### src/rtl/axis_frame_tx_pkg.sv
// Shared definitions for the AXI-Stream frame transmitter.
//   state_e    : transmitter FSM encoding (IDLE=0, SEND=1)
//   keep_mask  : byte-enable mask for a beat given the bytes still to send
package axis_frame_tx_pkg;

    // Upper bound on byte lanes; the beat generator truncates to its own width.
    localparam int unsigned MAX_KEEP_WIDTH = 128;

    typedef enum logic [0:0] {
        StIdle = 1'b0,
        StSend = 1'b1
    } state_e;

    // Bit i is set iff lane i still carries a frame byte (i < remaining).
    function automatic logic [MAX_KEEP_WIDTH-1:0] keep_mask(input logic [31:0] remaining);
        logic [MAX_KEEP_WIDTH-1:0] mask;
        mask = '0;
        for (int unsigned i = 0; i < MAX_KEEP_WIDTH; i++) begin
            mask[i] = (i < remaining);
        end
        return mask;
    endfunction

endpackage

### src/rtl/axis_tx_beat_gen.sv
// Combinational beat builder for axis_frame_tx.
// Inputs : pattern   - byte value carried by lane 0 of this beat
//          remaining - bytes of the frame not yet sent, including this beat
// Outputs: tdata     - incrementing byte pattern, unused lanes zeroed
//          tkeep     - byte enables (all ones when KEEP_ENABLE is 0)
//          tlast     - this beat finishes the frame
module axis_tx_beat_gen
    import axis_frame_tx_pkg::*;
#(
    parameter int unsigned DATA_WIDTH  = 8,
    parameter int unsigned KEEP_WIDTH  = DATA_WIDTH / 8,
    parameter bit          KEEP_ENABLE = (DATA_WIDTH > 8),
    parameter int unsigned LEN_WIDTH   = 16
) (
    input  logic [7:0]            pattern,
    input  logic [LEN_WIDTH-1:0]  remaining,
    output logic [DATA_WIDTH-1:0] tdata,
    output logic [KEEP_WIDTH-1:0] tkeep,
    output logic                  tlast
);

    logic [KEEP_WIDTH-1:0] lane_mask;

    assign lane_mask = KEEP_WIDTH'(keep_mask(32'(remaining)));
    assign tkeep     = KEEP_ENABLE ? lane_mask : {KEEP_WIDTH{1'b1}};
    assign tlast     = (remaining <= LEN_WIDTH'(KEEP_WIDTH));

    always_comb begin
        tdata = '0;
        for (int unsigned i = 0; i < KEEP_WIDTH; i++) begin
            // Lanes past the end of the frame carry zero.
            tdata[8*i +: 8] = lane_mask[i] ? (pattern + 8'(i)) : 8'h00;
        end
    end

endmodule

### src/rtl/axis_frame_tx.sv
// Descriptor-driven AXI-Stream frame source.
// Descriptor in : s_desc_len/id/dest/user/seed with s_desc_valid/s_desc_ready.
// Stream out    : m_axis_tdata/tkeep/tvalid/tlast/tid/tdest/tuser, m_axis_tready.
// Status        : status_busy (in SEND), status_frame_done and status_bad_desc
//                 single-cycle pulses.
// Each non-zero-length descriptor produces one frame whose byte k is seed+k (mod 256).
// All m_axis_* outputs come straight from registers.
module axis_frame_tx
    import axis_frame_tx_pkg::*;
#(
    parameter int unsigned DATA_WIDTH  = 8,
    parameter bit          KEEP_ENABLE = (DATA_WIDTH > 8),
    parameter int unsigned KEEP_WIDTH  = DATA_WIDTH / 8,
    parameter int unsigned ID_WIDTH    = 8,
    parameter int unsigned DEST_WIDTH  = 8,
    parameter int unsigned USER_WIDTH  = 1,
    parameter int unsigned LEN_WIDTH   = 16
) (
    input  logic                  clk,
    input  logic                  rst,
    input  logic [LEN_WIDTH-1:0]  s_desc_len,
    input  logic [ID_WIDTH-1:0]   s_desc_id,
    input  logic [DEST_WIDTH-1:0] s_desc_dest,
    input  logic [USER_WIDTH-1:0] s_desc_user,
    input  logic [7:0]            s_desc_seed,
    input  logic                  s_desc_valid,
    output logic                  s_desc_ready,
    output logic [DATA_WIDTH-1:0] m_axis_tdata,
    output logic [KEEP_WIDTH-1:0] m_axis_tkeep,
    output logic                  m_axis_tvalid,
    input  logic                  m_axis_tready,
    output logic                  m_axis_tlast,
    output logic [ID_WIDTH-1:0]   m_axis_tid,
    output logic [DEST_WIDTH-1:0] m_axis_tdest,
    output logic [USER_WIDTH-1:0] m_axis_tuser,
    output logic                  status_busy,
    output logic                  status_frame_done,
    output logic                  status_bad_desc
);

    state_e                state_q, state_d;
    logic [LEN_WIDTH-1:0]  remaining_q, remaining_d;
    logic [7:0]            pattern_q, pattern_d;
    logic [ID_WIDTH-1:0]   id_q, id_d;
    logic [DEST_WIDTH-1:0] dest_q, dest_d;
    logic [USER_WIDTH-1:0] user_q, user_d;
    logic                  load_beat;

    logic [DATA_WIDTH-1:0] tdata_q, tdata_d;
    logic [KEEP_WIDTH-1:0] tkeep_q, tkeep_d;
    logic                  tvalid_q, tvalid_d;
    logic                  tlast_q, tlast_d;
    logic [ID_WIDTH-1:0]   tid_q, tid_d;
    logic [DEST_WIDTH-1:0] tdest_q, tdest_d;
    logic [USER_WIDTH-1:0] tuser_q, tuser_d;
    logic                  frame_done_q, frame_done_d;
    logic                  bad_desc_q, bad_desc_d;

    logic [DATA_WIDTH-1:0] gen_tdata;
    logic [KEEP_WIDTH-1:0] gen_tkeep;
    logic                  gen_tlast;

    logic handshake;
    logic last_handshake;
    logic desc_accept;

    assign handshake      = tvalid_q && m_axis_tready;
    assign last_handshake = handshake && tlast_q;
    // Ready also on the final beat's handshake so the next frame follows with no gap.
    assign s_desc_ready   = !rst && ((state_q == StIdle) || last_handshake);
    assign desc_accept    = s_desc_valid && s_desc_ready;

    // Frame sequencing: counters, descriptor latch and state.
    always_comb begin
        state_d      = state_q;
        remaining_d  = remaining_q;
        pattern_d    = pattern_q;
        id_d         = id_q;
        dest_d       = dest_q;
        user_d       = user_q;
        load_beat    = 1'b0;
        frame_done_d = 1'b0;
        bad_desc_d   = 1'b0;

        if (handshake) begin
            if (tlast_q) begin
                state_d      = StIdle;
                frame_done_d = 1'b1;
            end else begin
                remaining_d = (remaining_q > LEN_WIDTH'(KEEP_WIDTH)) ?
                              remaining_q - LEN_WIDTH'(KEEP_WIDTH) : '0;
                pattern_d   = pattern_q + 8'(KEEP_WIDTH);
                load_beat   = 1'b1;
            end
        end

        if (desc_accept) begin
            if (s_desc_len == '0) begin
                bad_desc_d = 1'b1;
            end else begin
                state_d     = StSend;
                remaining_d = s_desc_len;
                pattern_d   = s_desc_seed;
                id_d        = s_desc_id;
                dest_d      = s_desc_dest;
                user_d      = s_desc_user;
                load_beat   = 1'b1;
            end
        end
    end

    // Build the beat that the output register will hold next.
    axis_tx_beat_gen #(
        .DATA_WIDTH  (DATA_WIDTH),
        .KEEP_WIDTH  (KEEP_WIDTH),
        .KEEP_ENABLE (KEEP_ENABLE),
        .LEN_WIDTH   (LEN_WIDTH)
    ) u_beat_gen (
        .pattern   (pattern_d),
        .remaining (remaining_d),
        .tdata     (gen_tdata),
        .tkeep     (gen_tkeep),
        .tlast     (gen_tlast)
    );

    // Output register: holds while stalled, reloads on advance or new frame.
    always_comb begin
        tdata_d  = tdata_q;
        tkeep_d  = tkeep_q;
        tvalid_d = tvalid_q;
        tlast_d  = tlast_q;
        tid_d    = tid_q;
        tdest_d  = tdest_q;
        tuser_d  = tuser_q;

        if (last_handshake) begin
            tvalid_d = 1'b0;
        end

        if (load_beat) begin
            tdata_d  = gen_tdata;
            tkeep_d  = gen_tkeep;
            tvalid_d = 1'b1;
            tlast_d  = gen_tlast;
            tid_d    = id_d;
            tdest_d  = dest_d;
            tuser_d  = gen_tlast ? user_d : '0;
        end
    end

    always_ff @(posedge clk) begin
        if (rst) begin
            state_q      <= StIdle;
            remaining_q  <= '0;
            pattern_q    <= '0;
            id_q         <= '0;
            dest_q       <= '0;
            user_q       <= '0;
            tdata_q      <= '0;
            tkeep_q      <= '0;
            tvalid_q     <= 1'b0;
            tlast_q      <= 1'b0;
            tid_q        <= '0;
            tdest_q      <= '0;
            tuser_q      <= '0;
            frame_done_q <= 1'b0;
            bad_desc_q   <= 1'b0;
        end else begin
            state_q      <= state_d;
            remaining_q  <= remaining_d;
            pattern_q    <= pattern_d;
            id_q         <= id_d;
            dest_q       <= dest_d;
            user_q       <= user_d;
            tdata_q      <= tdata_d;
            tkeep_q      <= tkeep_d;
            tvalid_q     <= tvalid_d;
            tlast_q      <= tlast_d;
            tid_q        <= tid_d;
            tdest_q      <= tdest_d;
            tuser_q      <= tuser_d;
            frame_done_q <= frame_done_d;
            bad_desc_q   <= bad_desc_d;
        end
    end

    assign m_axis_tdata      = tdata_q;
    assign m_axis_tkeep      = tkeep_q;
    assign m_axis_tvalid     = tvalid_q;
    assign m_axis_tlast      = tlast_q;
    assign m_axis_tid        = tid_q;
    assign m_axis_tdest      = tdest_q;
    assign m_axis_tuser      = tuser_q;
    assign status_busy       = (state_q == StSend);
    assign status_frame_done = frame_done_q;
    assign status_bad_desc   = bad_desc_q;

endmodule

### config.mk
export PLATFORM = sky130hd
export DESIGN_NAME = axis_frame_tx
export DESIGN_NICKNAME = d
export VERILOG_FILES = /design/src/rtl/axis_frame_tx_pkg.sv /design/src/rtl/axis_tx_beat_gen.sv /design/src/rtl/axis_frame_tx.sv
export SDC_FILE = /design/constraint.sdc
export NUM_CORES = 1
export LEC_CHECK = 0
export CORE_UTILIZATION = 35
export DETAILED_ROUTE_END_ITERATION = 12
export PLACE_DENSITY = 0.66
export SLEW_MARGIN = 30
export SYNTH_ARGS = -nofsm -noshare
export SYNTH_HDL_FRONTEND = slang
export SYNTH_SLANG_ARGS = --single-unit
### constraint.sdc
create_clock -name clk -period 3.1 [get_ports clk]
set_input_delay 0.62 -clock clk [delete_from_list [all_inputs] [get_ports clk]]
set_output_delay 0.62 -clock clk [all_outputs]
set_load 0.02 [all_outputs]
[After elaboration in Yosys (flattened, before gate mapping)]
Index checks and enable logic that the tools add are counted.
Storage, ports and cells
  register bits after elaboration: 72
  bits of input ports: 45
  output and inout bits: 32
Operators by class
  add/subtract/negate cells: 2
  magnitude comparators: 3
  muxes and demuxes: 29
  bitwise operators: 3
  reduce and logical (&&, ||, !) cells: 10
Operators with widths (count)
  $mux W16: 5
  $mux W8: 9
  $gt A16 B1 Y1 const B: 1
  $le A16 B1 Y1 const B: 1
  $logic_not A16 Y1: 1
  $lt A1 B16 Y1 const A: 1
  $sub A16 B1 Y16 const B: 1
  $mux W1: 15
  $add A8 B1 Y8 const B: 1
  $logic_and A1 B1 Y1: 4
  $reduce_or A2 Y1: 2
  $not A1 Y1: 3
  $reduce_bool A2 Y1: 1
  $logic_not A1 Y1: 1
  $logic_or A1 B1 Y1: 1

[Longest topological paths before layout]
  word-level depth: 8
  depth in mapped cells: 10
  gate-level depth less buffers: 10

[Cells and area by module]
Synthesis repeated with hierarchy kept, for this count alone.
Second synthesis, totals
  cell total of the unflattened synthesis: 464
  area total of the unflattened synthesis: 3495.9 um2
Modules (own cells, without submodules)
  axis_frame_tx: times used 1, cells each 445, area an instance 3357.0 um2, sequential area each 1441.4 um2
  axis_tx_beat_gen: times used 1, cells each 19, area an instance 138.9 um2, sequential area each 0.0 um2

[Worst setup path after synthesis]
OpenSTA, ideal clock, no wires.
  path type: input to register
  start: in s_desc_len[4]
  end: reg tdata_q[1], in the netlist m_axis_tdata[1]
  arrival time: 2.634 ns
  data required time: 2.985 ns
  slack: 0.351 ns
  stages on the path: 8
  cells stage by stage: or4_1 -> nor3_4 -> a31oi_4 -> and2_2 -> a2111oi_4 -> nand3b_2 -> or2_1 -> o21a_1
On the way
  word-level cells in the longest chain between the ends: 5
  elaborated cells between the ends (all ways): 9
  those cells by class: order compare: 1; mux: 7; reduce/logical: 1
RTL lines
  from (decl): RTL line axis_frame_tx.sv:21  | input logic [LEN_WIDTH-1:0] s_desc_len,
  $logic_not A16 Y1: RTL line axis_frame_tx.sv:98  | if (s_desc_len == '0) begin
  $mux W16: RTL line axis_frame_tx.sv:98
  $mux W16: RTL line axis_frame_tx.sv:97  | if (desc_accept) begin
  $lt A1 B16 Y1: RTL line axis_frame_tx_pkg.sv:19  | mask[i] = (i < remaining);
  $mux W8: RTL line axis_tx_beat_gen.sv:32  | tdata[8*i +: 8] = lane_mask[i] ? (pattern + 8'(i)) : 8'h00;
  to (signal assigned): RTL line axis_frame_tx.sv:175  | tdata_q <= tdata_d;
  to (decl): RTL line axis_frame_tx.sv:49  | logic [DATA_WIDTH-1:0] tdata_q, tdata_d;
Parallel ways exist; a longest one is shown, timed or not.
A chain may end at the register's enable or synchronous reset.

[Final worst setup path]
  start: in s_desc_len[4]
  end: reg tdata_q[3], in the netlist m_axis_tdata[3]
The elaborated chain is that of the path after synthesis.

==> metrics <==
WL met2=4377 um; clock root cell=clkbuf_8; Vias=3517; Switch Pwr=699.4 uW; mean number of vias per cell=5.112; Clock power frac=30.4%; TritonCTS Sinks=72; vias in the first global route=3183; routed wire length=9486 um; HP Class=reg2reg; Ys Warns=0; Net Sw Frac=30.61%; top cells by area, synth=dfxtp_1 (41%), nand2_1 (13%), a21oi_1 (7.4%), nor2_1 (4.9%), xor2_1 (2.2%); H-tree depth reported by CTS=3; largest area contributor in the netlist=dfxtp_1; layout cell share with drive strength beyond 1=15.86%; Least-Margin Pin Slew=0.5144 ns; Netlist cell types=65; PD cells=467.8 nW/um^2; Pins Over Slew Limit=0; most common cell after layout, fill and taps aside=nand2_1; Post-Layout Inst Area=4885 um^2; most frequent cells in the layout=nand2_1 (121), clkdlybuf4s50_1 (74), dfxtp_1 (72); Port-buffer cells=76; crit path launch type=primary input; max-cap viol count=0; Layout fillers=946; number of flops mapped to enable cells by yosys=0; total track usage=18.43%; CTS buffer count=9; Required @ worst endpoint=3.32 ns; Mean Syn Cell Area=7.920 um^2; first drt pass iteration count=4; ANT cells=0; die width=102.5 um; Leak=1.898 nW; final hold violation count=0; post-route ant nets=0; first-pass GRT wire length=14860 um; Clock Skew=0.01122 ns; crit path kind=in2reg; Synth Flop Type=dfxtp_1; initial antenna violation count=0; Mapped Area=3532 um^2; Die Height=102.5 um; Worst VDD drop=183.6 uV; count of final setup violators=0; CTS tree=done; Starting Density=36.14%; Syn-to-layout area delta=38.29%; maximum clock insertion buffer count=2; Seq/Total Area, Yosys=40.81%; Total Power=2.285 mW; status=finished clean; hold_ws=0.4467 ns; clock-pin slew on the worst setup and hold paths=0.07 ns; cts hold-fix bufs=0; met1 WL=4534 um; Syn Nets=494; worst skew pair latency=0.34 ns; min Tclk post-route=3.035 ns; Nets=599; achievable frequency=329.5 MHz; die area=10500 um^2; DP HPWL=6781 um; number of synthesized register bits=72; Remaining Overflow, GRT=0; Int Pwr=1.586 mW; CP max FO=7; WL met3=407 um; Critical Path Sink Type=flip-flop; Synth Instances=446; ys async rst share=0%; core box area=9774 um^2; GP Congestion=0.9440; average wire per standard cell=13.79 um; row count=36; I/O pins=77; crit share post-route=97.91%; largest net degree at the start of global routing=48; final core occ=49.97%; slew margin rel.=65.52%; Comb pwr share=24.7%; drt first-iter violations=118; dpl cell area=4629 um^2; post-synth top area share=40.81%; Flop pwr share=44.9%; DR top layer=met4; WP data arrival=3.25 ns; DRC=0
cell families (layout without fill, tap and decap cells):
kind of cell             after synthesis  after routing  synth area share [%]
multiplexers                           3              3                0.8502
buffers and inverters                 30            139                 4.392
AO/OA/AOI/OAI                         98             98                 18.95
AND/OR/NAND/NOR                      224            224                 29.97
flip-flops                            72             72                 40.81
XOR/XNOR                              16             16                 3.968
adder cells (fa/ha/maj)                3              3                 1.063
path summary, 6_finish.rpt:
| path | from | endpoint | slack [ns] | cells after the start |
|---|---|---|---|---|
| min | m_axis_tdata[2] | m_axis_tdata[2] | 0.45 | 2 |
| max | s_desc_len[4] | m_axis_tdata[3] | 0.06 | 10 |
| min reg2reg | m_axis_tdata[2] | m_axis_tdata[2] | 0.45 | 2 |
| max reg2reg | remaining_q[4] | m_axis_tlast | 0.23 | 9 |
routing by layer:
| metal | vias to the layer above | GRT usage (%) |
|---|---|---|
| met3 | 12 | 2.668 |
| li1 | 1741 | - |
| met5 | - | 0 |
| met4 | 0 | 6.923 |
| met2 | 104 | 30.72 |
| met1 | 1660 | 24.04 |
metrics by stage:
step | TNS (ns) | setup slack, ns | std cells
2_1_floorplan | 0 | 0.3514 | 446
3_3_place_gp | -2.054 | -0.2436 | 671
3_5_place_dp | -2.872 | -0.3332 | 671
4_1_cts | 0 | 0.02265 | 686
5_1_grt | -0.03963 | -0.01940 | 688
6_report | 0 | 0.06487 | 688
cell usage after synthesis (5+ instances only):
cell and instances:
a211oi_1 8, nand3_1 7, nand2_1 121, dfxtp_1 72, nor4_1 6, xor2_1 9
nor2_1 46, clkbuf_1 18, a21oi_1 52, o21ai_1 8, xnor2_1 7, or4_1 5
a22oi_1 7, nor3_1 5
state kept, by name, indices dropped and copies added (netlist names), 8 cells and up:
signal,flops
m_axis_tid,8
remaining_q,16
m_axis_tdest,8
id_q,8
dest_q,8
pattern_q,8
m_axis_tdata,8
power by group through the flow:
stage	sequential (mW)	clock, mW	combinational, mW
after floorplan	1.06	0	0.308
after global placement	1.04	0	0.537
after detailed placement	1.05	0	0.543
after CTS	1.02	0.713	0.546
after global routing	1.03	0.755	0.612
final	1.03	0.695	0.564
critical path: stages:
cell and delay (ns):
clkdlybuf4s50_1 0.43, or4_4 0.56, nor3_4 0.31, a31o_4 0.24, mux2i_2 0.09, a2111oi_4 0.40, nand3b_4 0.13, o31ai_4 0.23
buf_6 0.16, o21ai_1 0.06
timing repair:
action,CTS,global route
buffers inserted,0,2
gates resized for setup,0,10
endpoints found under the setup margin,0,8
layout make-up:
type                       instances  area, um^2  area share (%)
inverter                           4       15.01          0.3074
clock inverter                     4       28.78          0.5891
multi-input combinational        344        1986           40.65
timing repair buffer             120        1096           22.44
clock buffer                      11       151.4           3.099
sequential                        72        1441           29.51
tap                              133       166.4           3.407
Power figures use the tool's default switching activity.
